[config.mk]
export PLATFORM = sky130hd
export DESIGN_NAME = uart_tx_cfg_flat
export DESIGN_NICKNAME = d
export VERILOG_FILES = /design/src/rtl/uart_tx_cfg_if.sv /design/src/rtl/uart_tx_cfg.sv /design/src/flat_wrapper.sv
export SDC_FILE = /design/constraint.sdc
export NUM_CORES = 1
export LEC_CHECK = 0
export ABC_AREA = 1
export CAP_MARGIN = 20
export CELL_PAD_IN_SITES_DETAIL_PLACEMENT = 1
export CELL_PAD_IN_SITES_GLOBAL_PLACEMENT = 1
export CORE_ASPECT_RATIO = 0.9
export CORE_MARGIN = 10
export CORE_UTILIZATION = 40
export CTS_CLUSTER_DIAMETER = 80
export DETAILED_ROUTE_END_ITERATION = 7
export PLACE_DENSITY = 0.83
export SYNTH_ARGS = -nofsm -noshare
export SYNTH_HDL_FRONTEND = slang
export SYNTH_SLANG_ARGS = --single-unit
[constraint.sdc]
create_clock -name clock -period 2 [get_ports clock]
set_input_delay 0.3 -clock clock [delete_from_list [all_inputs] [get_ports clock]]
set_output_delay 0.3 -clock clock [all_outputs]
set_load 0.02 [all_outputs]
[src/rtl/uart_tx_cfg_if.sv]
// ============================================================================
// Module      : uart_tx_cfg_if
// Description : Word handshake between a producer and the uart_tx_cfg
//               transmitter.
// Revision    : 1.0 - initial release
// ============================================================================
`default_nettype none

interface uart_tx_cfg_if #(
    parameter int DATA_BITS = 8
);
    logic [DATA_BITS-1:0] tx_data;
    logic                 tx_valid;
    logic                 tx_ready;

    modport master (
        output tx_data,
        output tx_valid,
        input  tx_ready
    );

    modport slave (
        input  tx_data,
        input  tx_valid,
        output tx_ready
    );
endinterface

`default_nettype wire

[src/rtl/uart_tx_cfg.sv]
// ============================================================================
// Module      : uart_tx_cfg
// Description : Configurable UART transmitter (5..9 data bits, optional
//               even/odd parity, one or two stop bits, runtime bit period).
// Revision    : 1.0 - initial release
// ============================================================================
`default_nettype none

module uart_tx_cfg #(
    parameter int DATA_BITS = 8,
    parameter int PRESC_W   = 16
) (
    input  wire                clock,
    input  wire                reset,
    input  wire  [PRESC_W-1:0] prescaler,
    input  wire  [1:0]         parity_mode,
    input  wire                two_stop,
    uart_tx_cfg_if.slave       bus,
    output logic               tx_pin,
    output logic               busy,
    output logic               done
);

    localparam int c_IDX_W = $clog2(DATA_BITS + 1);
    localparam logic [c_IDX_W-1:0] c_LAST_IDX = c_IDX_W'(DATA_BITS - 1);

    localparam logic [2:0] c_S_IDLE   = 3'd0;
    localparam logic [2:0] c_S_START  = 3'd1;
    localparam logic [2:0] c_S_DATA   = 3'd2;
    localparam logic [2:0] c_S_PARITY = 3'd3;
    localparam logic [2:0] c_S_STOP   = 3'd4;

    logic [2:0]           r_state;
    logic [PRESC_W-1:0]   r_timer;
    logic [PRESC_W-1:0]   r_reload;
    logic [c_IDX_W-1:0]   r_idx;
    logic                 r_stop_idx;
    logic [DATA_BITS-1:0] r_shift;
    logic                 r_par_bit;
    logic                 r_par_en;
    logic                 r_two_stop;
    logic                 r_pin;
    logic                 r_busy;
    logic                 r_done;
    logic                 r_ready;

    logic                 w_accept;
    logic [PRESC_W-1:0]   w_p_m1;
    logic [2:0]           w_state;
    logic [PRESC_W-1:0]   w_timer;
    logic [c_IDX_W-1:0]   w_idx;
    logic                 w_stop_idx;
    logic [DATA_BITS-1:0] w_shift;
    logic                 w_pin;
    logic                 w_done;

    // The timer holds P-1 and counts down, so P = 2^PRESC_W-1 never overflows.
    always_comb begin
        w_accept   = r_ready && bus.tx_valid;
        w_p_m1     = (prescaler == '0) ? '0 : prescaler - 1'b1;
        w_state    = r_state;
        w_timer    = r_timer;
        w_idx      = r_idx;
        w_stop_idx = r_stop_idx;
        w_shift    = r_shift;

        if (r_state == c_S_IDLE) begin
            if (w_accept) begin
                w_state    = c_S_START;
                w_timer    = w_p_m1;
                w_idx      = '0;
                w_stop_idx = 1'b0;
                w_shift    = bus.tx_data;
            end
        end else if (r_timer != '0) begin
            w_timer = r_timer - 1'b1;
        end else begin
            w_timer = r_reload;
            case (r_state)
                c_S_START: begin
                    w_state = c_S_DATA;
                    w_idx   = '0;
                end
                c_S_DATA: begin
                    if (r_idx == c_LAST_IDX) begin
                        w_state    = r_par_en ? c_S_PARITY : c_S_STOP;
                        w_stop_idx = 1'b0;
                    end else begin
                        w_idx   = r_idx + 1'b1;
                        w_shift = r_shift >> 1;
                    end
                end
                c_S_PARITY: begin
                    w_state    = c_S_STOP;
                    w_stop_idx = 1'b0;
                end
                c_S_STOP: begin
                    if (r_two_stop && !r_stop_idx) begin
                        w_stop_idx = 1'b1;
                    end else begin
                        w_state = c_S_IDLE;
                        w_timer = '0;
                        w_idx   = '0;
                    end
                end
                default: begin
                    w_state = c_S_IDLE;
                    w_timer = '0;
                    w_idx   = '0;
                end
            endcase
        end

        case (w_state)
            c_S_START:  w_pin = 1'b0;
            c_S_DATA:   w_pin = w_shift[0];
            c_S_PARITY: w_pin = r_par_bit;
            default:    w_pin = 1'b1;
        endcase

        // Done marks the last cycle of the final stop bit.
        w_done = (w_state == c_S_STOP) && (w_timer == '0) &&
                 (w_stop_idx || !r_two_stop);
    end

    always_ff @(posedge clock) begin
        if (reset) begin
            r_state    <= c_S_IDLE;
            r_timer    <= '0;
            r_reload   <= '0;
            r_idx      <= '0;
            r_stop_idx <= 1'b0;
            r_shift    <= '0;
            r_par_bit  <= 1'b0;
            r_par_en   <= 1'b0;
            r_two_stop <= 1'b0;
            r_pin      <= 1'b1;
            r_busy     <= 1'b0;
            r_done     <= 1'b0;
            r_ready    <= 1'b1;
        end else begin
            r_state    <= w_state;
            r_timer    <= w_timer;
            r_idx      <= w_idx;
            r_stop_idx <= w_stop_idx;
            r_shift    <= w_shift;
            r_pin      <= w_pin;
            r_busy     <= (w_state != c_S_IDLE);
            r_done     <= w_done;
            r_ready    <= (w_state == c_S_IDLE);
            if (w_accept) begin
                r_reload   <= w_p_m1;
                r_par_bit  <= (^bus.tx_data) ^ (parity_mode == 2'b10);
                r_par_en   <= (parity_mode == 2'b01) || (parity_mode == 2'b10);
                r_two_stop <= two_stop;
            end
        end
    end

    assign tx_pin       = r_pin;
    assign busy         = r_busy;
    assign done         = r_done;
    assign bus.tx_ready = r_ready;

endmodule

`default_nettype wire

[src/flat_wrapper.sv]
// flat-port wrapper written by rule: the top's interface ports become plain ports
module uart_tx_cfg_flat 
#(
    parameter int DATA_BITS = 8,
    parameter int PRESC_W   = 16
)
  (clock, reset, prescaler, parity_mode, two_stop, tx_pin, busy, done, bus_tx_data, bus_tx_valid, bus_tx_ready);
  uart_tx_cfg_if #(.DATA_BITS(DATA_BITS)) bus_i ();
  input  wire clock;
  input  wire reset;
  input  wire  [PRESC_W-1:0] prescaler;
  input  wire  [1:0] parity_mode;
  input  wire two_stop;
  output logic tx_pin;
  output logic busy;
  output logic done;
  input wire logic [$bits(bus_i.tx_data)-1:0] bus_tx_data;
  input wire logic [$bits(bus_i.tx_valid)-1:0] bus_tx_valid;
  output wire logic [$bits(bus_i.tx_ready)-1:0] bus_tx_ready;
  assign bus_i.tx_data = bus_tx_data;
  assign bus_i.tx_valid = bus_tx_valid;
  assign bus_tx_ready = bus_i.tx_ready;
  uart_tx_cfg #(.DATA_BITS(DATA_BITS), .PRESC_W(PRESC_W)) u_core (.clock(clock), .reset(reset), .prescaler(prescaler), .parity_mode(parity_mode), .two_stop(two_stop), .bus(bus_i), .tx_pin(tx_pin), .busy(busy), .done(done));
endmodule
# After elaboration in Yosys (flattened, before gate mapping)
# Index checks and enable logic that the tools add are counted.
totals:
  register_bits: 55
  latch_bits: 0
  ram_bits: 0
  romBits: 0
  input_bits: 30
  memories: 0
op_classes:
  n_addsub: 3
  n_mul: 0
  div: 0
  order_cmp: 0
  eq_ne: 17
  n_shift: 0
  n_mux: 31
  n_bitwise: 1
  reduce_logical: 19
op_table:
  columns: ["op", "n"]
  rows:
  - ["two-way mux 16 bit", 5]
  - ["two-way mux 8 bit", 5]
  - ["logical NOT 16 bit", 2]
  - ["one-hot mux 16 bit (2 select lines)", 1]
  - ["subtractor 16 x 1 -> 16 bit, second input constant", 2]
  - ["two-way mux 4 bit", 5]
  - ["two-way mux 3 bit", 6]
  - ["nonzero test 16 bit", 1]
  - ["== test 3 x 2 -> 1 bit, second input constant", 4]
  - ["one-hot mux 3 bit (4 select lines)", 1]
  - ["one-hot mux 4 bit (3 select lines)", 1]
  - ["inequality test 2 x 1 -> 1 bit, second input constant", 4]
  - ["XOR reduction 8 bit", 1]
  - ["== test 3 x 1 -> 1 bit, second input constant", 2]
  - ["== test 3 bit, second input constant", 2]
  - ["logical NOT 3 bit", 2]
  - ["inequality test 3 x 2 -> 1 bit, second input constant", 2]
  - ["one-hot mux 1 bit (3 select lines)", 2]
  - ["two-way mux 1 bit", 5]
  - ["AND reduction 5 bit", 1]
  - ["adder 4 x 1 -> 4 bit, second input constant", 1]
  - ["== test 4 x 3 -> 1 bit, second input constant", 1]
  - ["logical AND 1 bit", 4]
  - ["AND reduction 4 bit", 1]
  - ["other kinds (8)", 10]

# Logic depth before layout (Yosys ltp)
logic_depth:
  ltp_word: 9
  ltp_mapped: 15
  depth_no_buf: 15

# Least setup slack after synthesis
# OpenSTA, ideal clock, no wires.
synth_timing:
  path_type: "register to register"
  startpoint: "register u_core.r_ready (netlist: u_core.bus.tx_ready)"
  endpoint: "register u_core.r_done (netlist: u_core.done)"
  setup_time_ps: 110
  arrival_ps: 1585
  required_time_ps: 1890
  path_slack_ps: 305
  stages_incl_launch_ff: 12
  path_buffers: 0
  period_less_slack_ps: 1695
  path_cell_list: "dfxtp_1 nand2_1 inv_1 nand2_2 inv_2 nand3_1 o21ai_0 nand2_1 nand2_1 nor2_1 nand2_1 nor2_1"
synth_via:
  elab_chain_cells: 6
synth_lines:
  columns: ["item", "line_no", "source"]
  rows:
  - ["from (decl)", "uart_tx_cfg.sv:45", "logic r_ready;"]
  - ["from (signal assigned)", "uart_tx_cfg.sv:150", "r_ready <= (w_state == c_S_IDLE);"]
  - ["logical AND 1 bit (*)", "uart_tx_cfg.sv:59", "w_accept = r_ready && bus.tx_valid;"]
  - ["two-way mux 16 bit or two-way mux 3 bit (tied branches)", "uart_tx_cfg.sv:68", "if (w_accept) begin"]
  - ["two-way mux 16 bit or two-way mux 3 bit (tied branches)", "uart_tx_cfg.sv:67", "if (r_state == c_S_IDLE) begin"]
  - ["logical NOT 16 bit or == test 3 bit (tied branches)", "uart_tx_cfg.sv:122", "w_done = (w_state == c_S_STOP) && (w_timer == '0) &&"]
  - ["logical AND 1 bit", "uart_tx_cfg.sv:122", null]
  - ["logical AND 1 bit (*)", "uart_tx_cfg.sv:122", null]
  - ["to (signal assigned)", "uart_tx_cfg.sv:149", "r_done <= w_done;"]
  - ["to (decl)", "uart_tx_cfg.sv:44", "logic r_done;"]
# Every way passes the cells marked *; elsewhere a longest branch is shown, timed or not.
# A chain may end at the register's enable or synchronous reset.

# Worst setup path in the final report
layout_timing:
  startpoint: "register u_core.r_timer[1]"
  endpoint: "register u_core.r_timer[7]"
layout_via:
  elab_chain_cells: 3
layout_lines:
  columns: ["item", "line_no", "source"]
  rows:
  - ["from (decl)", "uart_tx_cfg.sv:34", "logic [PRESC_W-1:0] r_timer;"]
  - ["from (signal assigned)", "uart_tx_cfg.sv:143", "r_timer <= w_timer;"]
  - ["subtractor 16 x 1 -> 16 bit or nonzero test 16 bit (tied branches)", "uart_tx_cfg.sv:76, uart_tx_cfg.sv:75", null]
  - ["two-way mux 16 bit (*)", "uart_tx_cfg.sv:75", "end else if (r_timer != '0) begin"]
  - ["two-way mux 16 bit (*)", "uart_tx_cfg.sv:67", null]
# Marked as above.

==> flow_metrics.py <==
metrics = {
    "status": {
        "run_status": "complete, but fails checks",
        "violations": "negative setup slack",
    },
    "placement": {
        "pre_cts_slack_ns": -0.3555,
        "place.port_buffers": 33,
        "detailedPlacementHpwl_um": 10200,
        "placer_congestion_estimate": 0.8970,
    },
    "clock_tree": {
        "worst_setup_hold_path_clk_slew_ns": 0.12,
        "cts_root_buffer": "sky130_fd_sc_hd__clkbuf_8",
        "worstSkewPairLatency_ns": 0.32,
        "cts_hold_repair.buffers": 0,
        "cts_tree": "built",
        "h_tree_level_count": 2,
        "cts_buf_count": 5,
        "clock_path_buffers": 2,
        "cts.sinks": 55,
    },
    "routing": {
        "firstDrtPassIters": 4,
        "drt-initial-drc-count": 286,
        "wire_per_inst_um": 18.85,
        "routed_wl_um": 15230,
        "per_cell_via_count_in_the_routed_design": 5.434,
        "remaining_drc_errors": 0,
        "num_vias": 4391,
        "postRouteAntennaNets": 0,
    },
    "layout": {
        "layout_commonest_cell": "sky130_fd_sc_hd__nand2_1",
        "regArea_sq_um": 1114,
        "syn_to_final_growth_pct": 43.18,
        "fillCellCount": 1162,
        "final_nets": 723,
        "final_layout_size_suffix_gt1_frac": 0.2729,
        "layout.cells.most_common_list": "153 x sky130_fd_sc_hd__nand2_1, 85 x sky130_fd_sc_hd__buf_4, 63 x sky130_fd_sc_hd__nor2_1",
        "n_antenna_cell": 0,
        "multi_input_area_sq_um": 2416,
    },
    "floorplanning": {
        "rows": 32,
        "start_util": 0.4102,
        "die_height_um": 108.9,
        "chipWidth_um": 118.8,
        "dieArea_sq_um": 12940,
        "coreArea_sq_um": 8568,
        "ios": 34,
    },
    "sta": {
        "maxSlewViolCount": 0,
        "setup_ws_ns": -0.09215,
        "hold_ws_ns": 0.4208,
        "report.final.setup_viol": 2,
        "worst_slew_pin_slew_ns": 0.3457,
        "hold_violations": 0,
        "slew_headroom": 0.7695,
        "clock_skew_ns": 0.02022,
        "layout_min_cycle_time_ns": 2.092,
        "max_freq_mhz": 478.0,
        "rsz0062_at_grt": "yes",
        "tns_ns": -0.1406,
        "timing.final.crit_share": 1.046,
    },
    "yosys": {
        "ys_warn_count": 0,
        "ys_ff_latch": 55,
        "synth.lib_cells_used.distinct": 37,
        "syn-num-nets": 608,
        "cell_area_after_technology_mapping_sq_um": 3515,
        "synth_sequential_area_ratio": 0.3133,
        "netlist_instances": 574,
        "avgSynthCellArea_sq_um": 6.123,
    },
    "setup_path": {
        "worst-r2r-setup-slack_ns": -0.09,
        "critPathRequiredTime_ns": 2.25,
        "start_kind": "flop",
        "worstSetupPathType": "reg2reg",
        "worst_path_arrival_time_ns": 2.34,
        "critical_path.max_fanout": 7,
        "endpoint_kind": "flop",
    },
    "global_routing": {
        "grt.overflow.total": 0,
        "antenna_found_initial": 0,
        "largest_net_degree_at_the_start_of_global_routing": 29,
        "first_pass_grt_wire_length_um": 21420,
        "via_count_of_the_first_global_routing_pass": 4439,
        "grt_usage": 0.1988,
    },
    "pwr": {
        "power-per-cell-area_nw_per_um2": 1046,
        "power.ir.vdd_worst_mv": 0.4389,
        "p_leak_uw": 0.002298,
    },
    "min_path": {
        "min_path_type": "in2reg",
    },
    "job": {
        "drv_cap": 0,
    },
}
## kinds of logic after synthesis
group,Yosys count,synth area share
and+or+nand+nor,335,0.4094
AOI/OAI and AO/OA,87,0.1328
buffers and inverters,74,0.08259
DFF,55,0.3133
xor gates and xnor gates,18,0.04486
adders and majority gates,4,0.01424
muxes,1,0.002848
## final cells by class
| type | count | area share |
|---|---|---|
| flip-flops and latches | 55 | 0.2213 |
| clock inverters | 2 | 0.007459 |
| repair buffers | 120 | 0.2006 |
| inverters | 62 | 0.04724 |
| multi-input cells | 445 | 0.4801 |
| clock buffers | 5 | 0.01367 |
| well taps | 119 | 0.02959 |
## critical path, cell delays in order, from the launching register on
cell,delay (ns)
sky130_fd_sc_hd__dfxtp_2,0.36
sky130_fd_sc_hd__inv_1,0.11
sky130_fd_sc_hd__ha_4,0.19
sky130_fd_sc_hd__nand2_4,0.09
sky130_fd_sc_hd__nor2_4,0.15
sky130_fd_sc_hd__nand2_4,0.11
sky130_fd_sc_hd__inv_2,0.10
sky130_fd_sc_hd__buf_4,0.14
sky130_fd_sc_hd__nand3_1,0.13
sky130_fd_sc_hd__a21oi_2,0.18
sky130_fd_sc_hd__nor2_1,0.08
sky130_fd_sc_hd__buf_4,0.14
sky130_fd_sc_hd__buf_4,0.12
sky130_fd_sc_hd__nor2_1,0.11
## final timing paths
kind | startpoint | end | depth (start not counted)
hold reg to reg | u_core.r_shift[5] | u_core.r_shift[4] | 2
setup reg to reg | u_core.r_timer[1] | u_core.r_timer[7] | 13
hold / removal | prescaler[0] | u_core.r_reload[0] | 5
setup / recovery | u_core.r_timer[1] | u_core.r_timer[7] | 13
## Yosys cell counts, drive strengths merged
master	number	area share
nand2	169	0.18
nor2	104	0.13
inv	61	0.066
dfxtp	55	0.31
a21oi	48	0.068
nand3	48	0.068
o21ai	33	0.051
xnor2	9	0.022
xor2	9	0.022
clkbuf	7	0.0075
buf	5	0.0082
ha	4	0.014
nand3b	4	0.0085
nand4	3	0.0053
nor3	3	0.0043
o21bai	2	0.0043
or2	2	0.0036
a21o	1	0.0021
a221oi	1	0.0025
a22oi	1	0.0021
and2	1	0.0018
clkinv	1	0.0011
mux2i	1	0.0028
nor3b	1	0.0021
o211ai	1	0.0021
## sequential cells by signal (all words and copies together) (netlist names)
| name | count |
|---|---|
| u_core.r_par_bit | 1 |
| u_core.done | 1 |
| u_core.bus.tx_ready | 1 |
| u_core.r_idx | 4 |
| u_core.r_reload | 16 |
| u_core.r_shift | 8 |
| u_core.r_timer | 16 |
| u_core.tx_pin | 1 |
| u_core.busy | 1 |
| u_core.r_two_stop | 1 |
| u_core.r_state | 3 |
| u_core.r_par_en | 1 |
| u_core.r_stop_idx | 1 |
## layer usage
layer | GRT usage | wire length [um] | up-vias
met5 | 0 | 0 | -
met4 | 0.06272 | 433 | 0
met3 | 0.02687 | 714 | 39
met2 | 0.3591 | 7586 | 170
met1 | 0.2408 | 6495 | 2135
li1 | - | - | 2047
## per-stage QoR
stage                       util  area [sq um]  std cells  total power, uW
after floorplan                -          3515        574             2849
after detailed placement  0.5339          4574        797             3901
after global placement    0.5339          4574        797             3771
after CTS                 0.5510          4721        805             4738
final                     0.5873          5032        808             5263
after global routing      0.5873          5032        808             5551
## what timing repair did
item                       in CTS  in global routing
pin swaps                       4                 23
buffers inserted                1                  3
setup endpoints to repair       2                 12
hold endpoints to repair        0                  0
gates resized for setup        11                 86
## power breakdown
part	switching [uW]	leakage (uW)	internal [uW]
Combinational	1870	0.00179	1170
Clock	389	0.0000502	367
Sequential	175	0.000455	1280
Total	2440	0.00230	2830
Power figures use the tool's default switching activity.
